<file path="src/rtl/hazard_ctrl.sv">
// Pipeline hazard controller: shadows the EX/MEM/WB destinations and decides stall, bubble, flush, freeze and operand forwarding.
// Define HAZARD_BYPASS_EN to enable forwarding; without it every in-flight producer interlocks.
module hazard_ctrl #(
    parameter int REG_FILE_LEN = 32,
    parameter int CNT_W        = 32,
    localparam int IDX_W       = $clog2(REG_FILE_LEN)
) (
    input  logic             clk,
    input  logic             rst,
    input  logic             id_valid_i,
    input  logic [IDX_W-1:0] id_src1_i,
    input  logic [IDX_W-1:0] id_src2_i,
    input  logic             id_use1_i,
    input  logic             id_use2_i,
    input  logic [IDX_W-1:0] id_dst_i,
    input  logic             id_we_i,
    input  logic             id_load_i,
    input  logic             flush_i,
    input  logic             mem_stall_i,
    output logic             stall_o,
    output logic             bubble_o,
    output logic             flush_o,
    output logic             freeze_o,
    output logic [1:0]       fwd1_o,
    output logic [1:0]       fwd2_o,
    output logic [1:0]       state_o,
    output logic [CNT_W-1:0] stall_cnt_o
);

    typedef struct packed {
        logic             valid;
        logic [IDX_W-1:0] dst;
        logic             we;
        logic             load;
    } slot_t;

    typedef enum logic [1:0] {
        ST_RUN       = 2'b00,
        ST_INTERLOCK = 2'b01,
        ST_MEM_WAIT  = 2'b10
    } state_t;

    // Slot index 0 = EX, 1 = MEM, 2 = WB.
    slot_t          slot_q [3];
    slot_t          slot_d [3];
    state_t         state_q, state_d;
    logic [CNT_W-1:0] cnt_q, cnt_d;

    logic [2:0] m1, m2, ld;
    logic       load_hz, hazard, issue;
    logic [1:0] fwd1_raw, fwd2_raw;

    for (genvar gi = 0; gi < 3; gi++) begin : g_match
        assign m1[gi] = slot_q[gi].valid & slot_q[gi].we & (slot_q[gi].dst == id_src1_i)
                        & (id_src1_i != '0) & id_use1_i;
        assign m2[gi] = slot_q[gi].valid & slot_q[gi].we & (slot_q[gi].dst == id_src2_i)
                        & (id_src2_i != '0) & id_use2_i;
        assign ld[gi] = slot_q[gi].load;
    end

    // A load in EX or MEM cannot be forwarded yet; its data exists only at WB.
    assign load_hz = |((m1 | m2) & ld & 3'b011);

`ifdef HAZARD_BYPASS_EN
    function automatic logic [1:0] fwd_sel(input logic [2:0] m, input logic [2:0] l);
        if (m[0] && !l[0])      return 2'b01;
        else if (m[1] && !l[1]) return 2'b10;
        else if (m[2])          return 2'b11;
        else                    return 2'b00;
    endfunction

    assign hazard   = load_hz;
    assign fwd1_raw = fwd_sel(m1, ld);
    assign fwd2_raw = fwd_sel(m2, ld);
`else
    assign hazard   = load_hz | (|(m1 | m2));
    assign fwd1_raw = 2'b00;
    assign fwd2_raw = 2'b00;
`endif

    assign issue  = id_valid_i & ~hazard & ~flush_i & ~mem_stall_i;
    assign fwd1_o = rst ? 2'b00 : fwd1_raw;
    assign fwd2_o = rst ? 2'b00 : fwd2_raw;

    always_comb begin
        stall_o  = 1'b0;
        bubble_o = 1'b0;
        flush_o  = 1'b0;
        freeze_o = 1'b0;
        if (mem_stall_i)  state_d = ST_MEM_WAIT;
        else if (hazard)  state_d = ST_INTERLOCK;
        else              state_d = ST_RUN;
        if (!rst) begin
            if (mem_stall_i) begin
                freeze_o = 1'b1;
                stall_o  = 1'b1;
            end else if (flush_i) begin
                flush_o  = 1'b1;
                bubble_o = 1'b1;
            end else if (hazard) begin
                stall_o  = 1'b1;
                bubble_o = 1'b1;
            end
        end
    end

    always_comb begin
        slot_d = slot_q;
        if (!mem_stall_i) begin
            slot_d[2] = slot_q[1];
            slot_d[1] = slot_q[0];
            slot_d[0] = issue ? {1'b1, id_dst_i, id_we_i, id_load_i} : '0;
        end
    end

    always_comb begin
        cnt_d = cnt_q;
        if ((stall_o || freeze_o) && !(&cnt_q)) cnt_d = cnt_q + CNT_W'(1);
    end

    always_ff @(posedge clk) begin
        if (rst) begin
            for (int i = 0; i < 3; i++) slot_q[i] <= '0;
            state_q <= ST_RUN;
            cnt_q   <= '0;
        end else begin
            for (int i = 0; i < 3; i++) slot_q[i] <= slot_d[i];
            state_q <= state_d;
            cnt_q   <= cnt_d;
        end
    end

    assign state_o     = state_q;
    assign stall_cnt_o = cnt_q;

endmodule

</file>
<file path="config.mk">
export PLATFORM = sky130hd
export DESIGN_NAME = hazard_ctrl
export DESIGN_NICKNAME = d
export VERILOG_FILES = /design/src/rtl/hazard_ctrl.sv
export SDC_FILE = /design/constraint.sdc
export NUM_CORES = 1
export LEC_CHECK = 0
export CAP_MARGIN = 25
export CORE_ASPECT_RATIO = 1.75
export CORE_MARGIN = 8
export CORE_UTILIZATION = 31
export CTS_CLUSTER_SIZE = 30
export DETAILED_ROUTE_END_ITERATION = 6
export SLEW_MARGIN = 0
export SYNTH_ARGS = -nofsm -noshare
export SYNTH_HDL_FRONTEND = slang
export SYNTH_SLANG_ARGS = --single-unit
</file>
<file path="constraint.sdc">
create_clock -name clk -period 2.4 [get_ports clk]
set_input_delay 0.48 -clock clk [delete_from_list [all_inputs] [get_ports clk]]
set_output_delay 0.48 -clock clk [all_outputs]
set_load 0.05 [all_outputs]
</file>
# Word level (Yosys, flattened, before mapping)
# Cells that the tools add are included.
[totals] reg_bits=57 latch_bits=0 mem_bits_rw=0 rom_bits=0 input_bits=24 elab_cells=75 memories=0
[op_classes] add_sub_neg=1 n_mul=0 div_mod_pow=0 magnitude_cmp=0 eq_ne=6 shift=0 mux=15 bitwise_logic=30 reduce_logical=9
[op_table] cell="adder 32 x 1 -> 32 bit (second input constant)" count=1
[op_table] cell="AND reduction 32 bit" count=1
[op_table] cell="equality test 5 bit" count=6
[op_table] cell="AND 1 bit" count=24
[op_table] cell="2-to-1 mux 1 bit" count=13
[op_table] cell="nonzero test 5 bit" count=2
[op_table] cell="2-to-1 mux 8 bit" count=1
[op_table] cell="OR reduction 2 bit" count=2
[op_table] cell="NOT 1 bit" count=3
[op_table] cell="bitwise OR 3 bit" count=1
[op_table] cell="OR reduction 3 bit" count=1
[op_table] cell="AND 2 bit" count=1
[op_table] cell="2-to-1 mux 2 bit" count=1
[op_table] cell="logical AND 1 bit" count=1
[op_table] cell="zero test 1 bit" count=1
[op_table] cell="logical OR 1 bit" count=1
[op_table] cell="bitwise OR 1 bit" count=1

# Longest topological paths before layout
[logic_depth] ltp_word=14 mapped_depth=9 ltp_nobuf=8

# Worst setup path before layout
# No wires, ideal clock.
[synth_timing] path_kind="reg-to-reg" from="register cnt_q[3], in the netlist stall_cnt_o[3]" to="register cnt_q[21], in the netlist stall_cnt_o[21]" setup_time_ps=71 arrival_time_ps=2436 t_required_ps=2329 setup_slack_ps=-107 path_stages_with_launch=9 path_buffers=2 period_less_slack_ps=2507 cell_sequence="dfxtp_1 > nand4_1 > nor4_4 > nand4_1 > nor2_1 > buf_4 > clkbuf_1 > o31ai_1 > a21oi_1"
[synth_between] elab_chain_cells=3 word_cells_on_any_way=4 classes_between="add/sub: 1; reduce/logical: 3"
[synth_rtl] element="start: declaration" line="47" source="logic [CNT_W-1:0] cnt_q, cnt_d;"
[synth_rtl] element="start signal: assignment" line="129" source="cnt_q <= cnt_d;"
[synth_rtl] element="branches (longest 3 deep; another with adder 32 x 1 -> 32 bit)"
# Several ways; the timed one is not identified.
# A chain may end at the register's enable or synchronous reset.

# Worst setup path after layout
[layout_timing] from="register slot_q[13] (netlist name)" to="output port stall_o"
[layout_between] elab_chain_cells=12 word_cells_on_any_way=17 classes_between="eq/ne: 2; mux: 4; bitwise: 9; reduce/logical: 2"
[layout_rtl] element="equality test 5 bit, on equally long branches" line="54, 56"
[layout_rtl] element="AND 1 bit, on equally long branches" line="54, 56"
[layout_rtl] element="AND 1 bit, on equally long branches (2 in series)" line="55, 57"
[layout_rtl] element="bitwise OR 3 bit *" line="76" source="assign hazard = load_hz | (|(m1 | m2));"
[layout_rtl] element="AND 2 bit" line="62" source="assign load_hz = |((m1 | m2) & ld & 3'b011);"
[layout_rtl] element="OR reduction 2 bit" line="62"
[layout_rtl] element="bitwise OR 1 bit *" line="76"
[layout_rtl] element="2-to-1 mux 1 bit *" line="100" source="end else if (hazard) begin"
[layout_rtl] element="2-to-1 mux 1 bit *" line="97" source="end else if (flush_i) begin"
[layout_rtl] element="2-to-1 mux 1 bit *" line="94" source="if (mem_stall_i) begin"
[layout_rtl] element="2-to-1 mux 1 bit *" line="93" source="if (!rst) begin"
[layout_rtl] element="end: declaration" line="20" source="output logic stall_o,"
# Mark *: on every way between the ends. The rest lies on a longest branch, timed or not.

==> impl_metrics.yaml <==
setup_path:
  start_kind: "register"
  crit_family: "simple AND/OR/NAND/NOR gates"
  slowest_stage: "dfxtp_2"
  r2r-end: "stall_cnt_o[6]$_SDFFE_PP0P_"
  critical_path_class: "register to primary output"
  rr_startpoint: "slot_q[13]$_SDFFE_PP0N_"
  r2r_setup_slack_ns: -0.16
  reg2reg_depth: 11
  cp_num_buf_inv: 4
  crit_path_max_incr_delay_ns: 0.35
  worstPathCellList: "xor2_1 > nor4_2 > nand4_1 > a311oi_1 > buf_4 > nor3_4 > buf_12 > clkinv_8 > buf_12"
  end_kind: "primary output"
  worstPathArrival_ns: 2.09
  crit_required_ns: 1.92
  crit_top_cell: "buf_12"
  worstPathMaxFanout: 4
global_route:
  antenna_found_initial: 0
  grt_pass1_vias: 3093
  grt_max_degree: 45
  track_usage: 0.138
  grt_pass1_wl_um: 14900
  overflow: 0
place:
  io_buffer_count: 60
  pre_cts_ws_ns: -0.746
  place.gp.congestion: 0.873
  dp_cells: 536
  placed_area_sq_mm: 0.00399
  post-dp-hpwl_um: 6790
flow_run:
  maxCapViolations: 0
hold_path:
  hold_path_class: "register to register"
  hold_path_depth: 2
  min_to: "stall_cnt_o[20]$_SDFFE_PP0P_"
  hp-start: "stall_cnt_o[20]$_SDFFE_PP0P_"
clock_network:
  hold_buffers: 0
  clk_path_buf_depth: 2
  cts_tree: "built"
  path_clk_slew_ns: 0.08
  clock_latency_ns: 0.30
  cts.sinks: 55
  numCtsBuffers: 5
  cts_root_buffer: "clkbuf_16"
  htree_levels: 2
floorplanning:
  die_h_um: 146
  dieArea_sq_mm: 0.0132
  core_sq_mm: 0.00941
  die_x_um: 90.2
  io_pins: 66
  initial_utilization: 0.317
  core.rowCount: 47
cells_and_area:
  diodes: 0
  layout-drive-gt1-share: 0.301
  syn_to_final_growth_pct: 49.1
  final_area_sq_mm: 0.00445
  layout.nets: 453
  final_core_util: 0.473
  final_cell_count_no_fill: 551
sta:
  period_needed_ns: 2.57
  fmax_mhz: 388
  setup_viol: 24
  hold_ws_ns: 0.499
  skew_ns: 0.0125
  setup_tns_ns: -2.46
  fin_crit_sh: 1.07
  hold_violations: 0
  setup_ws_ns: -0.174
  drv_slew: 0
  rsz0062_at_grt: "yes"
  worstMarginPinSlew_ns: 0.541
  relSlewSlack: 0.638
synth:
  syn_area_sq_mm: 0.00299
  synth-edff-count: 0
  synth-seq-cells: 55
  ys_types: 49
  syn_area_per_cell_sq_um: 8.89
  synth_ff_type: "dfxtp_1"
  yosysWarnings: 0
  async_flop_share: 0
  syn_inst: 336
  synth-seq-area-share: 0.369
power:
  ir_drop_mv: 0.292
  powerDensity_mw_per_mm2: 444
  p_leak_nw: 1.69
  power_mw: 1.98
route:
  dr.pass1.iters: 4
  drtIter0Drc: 115
  wl_um: 9230
  wl_per_cell_um: 16.7
  avgViaCountPerCell: 5.39
  drc: 0
  dr_total_vias: 2968
  ant_nets: 0
status:
  status: "finished with violations"
  violations: "negative setup slack"
[state kept, by name, indices dropped and copies added, names as in the netlist]
signal       cells
state_o          2
stall_cnt_o     32
slot_q          21
[area by class of cell]
cell class	count	area [sq um]
clock buffers	6	139
clock inverters	2	17.5
fillers	948	4960
inverters	6	35.0
multi-input cells	252	1950
flip-flops and latches	55	1130
well taps	122	153
repair buffers	108	1030
[cell usage in the layout, fill, tap and decap left out, drive strengths merged, types with 8 or more instances in the layout]
master         synthesis  routed
nand2                 15      15
clkdlybuf4s50          0      45
a21oi                 17      17
nor2b                  8       8
o31ai                 14      14
nand3                 13      13
mux2i                 14      14
nand4                 13      13
nor4                  12      12
or4                   18      18
xor2                  24      24
nor2                  27      27
dfxtp                 55      55
buf                   14      61
[cells in the mapped netlist, types with 2 or more instances]
cell	instances	area, sq um
dfxtp_1	55	1100
nor2_1	27	101
xor2_1	24	210
or4_1	18	135
a21oi_1	17	85.1
nand2_1	15	56.3
mux2i_1	14	140
o31ai_1	14	105
nand3_1	13	65.1
nand4_1	13	81.3
clkbuf_1	12	45.0
nor4_1	9	56.3
nor2b_1	8	50.1
buf_4	7	52.6
mux2_1	7	78.8
a22o_1	6	52.6
and3_1	6	37.5
xnor2_1	6	52.6
inv_1	5	18.8
o311ai_0	5	43.8
o21ai_1	4	20.0
o41ai_1	4	35.0
a31oi_1	3	18.8
and4_1	3	26.3
buf_1	3	11.3
buf_2	3	15.0
o21ai_0	3	15.0
or2_2	3	18.8
or3_1	3	18.8
a311oi_1	2	17.5
and2_0	2	12.5
and2_1	2	12.5
nor4_2	2	25.0
nor4b_2	2	30.0
o311ai_1	2	17.5
[worst max-delay path by stage]
| stage | slack [ns] | start | to | cells after the start |
|---|---|---|---|---|
| after floorplan | 0.004 | id_src1_i[0] | stall_cnt_o[23]$_SDFFE_PP0P_ | 8 |
| after global placement | -0.84 | id_src2_i[3] | stall_cnt_o[28]$_SDFFE_PP0P_ | 10 |
| after detailed placement | -0.75 | id_src2_i[3] | stall_cnt_o[28]$_SDFFE_PP0P_ | 10 |
| after CTS | -0.20 | slot_q[4]$_SDFFE_PP0N_ | stall_o | 9 |
| after global routing | -0.26 | slot_q[2]$_SDFFE_PP0N_ | stall_o | 9 |
| final | -0.17 | slot_q[13]$_SDFFE_PP0N_ | stall_o | 9 |
[cells by family after synthesis]
family	synth area share
multiplexers	0.0733
flip-flops	0.369
other	0.00126
XOR/XNOR	0.0880
adder cells (fa/ha/maj)	0.00419
buffers and inverters	0.0528
AND/OR/NAND/NOR	0.266
AO/OA/AOI/OAI	0.145
[routing by layer]
layer	share of wire	track usage
met5	0	0
met4	0.033	0.0629
met3	0.043	0.0325
met2	0.56	0.273
met1	0.36	0.127
[tightest hold or removal path, cell delays in order, from the launching register on]
cell and delay [ns]:
dfxtp_1 0.33, o31ai_1 0.07, a21oi_1 0.06
[power by group]
part | switching, mW | internal [mW] | total [mW]
clock network | 0.370 | 0.425 | 0.795
logic | 0.141 | 0.115 | 0.255
registers | 0.00939 | 0.917 | 0.926
[repair_timing]
action,CTS,global route
hold endpoints to repair,0,0
buffers inserted,5,1
gates cloned,1,1
resized for setup,64,42
pin swaps,40,23
endpoints found under the setup margin,39,32
Power figures use the tool's default switching activity.
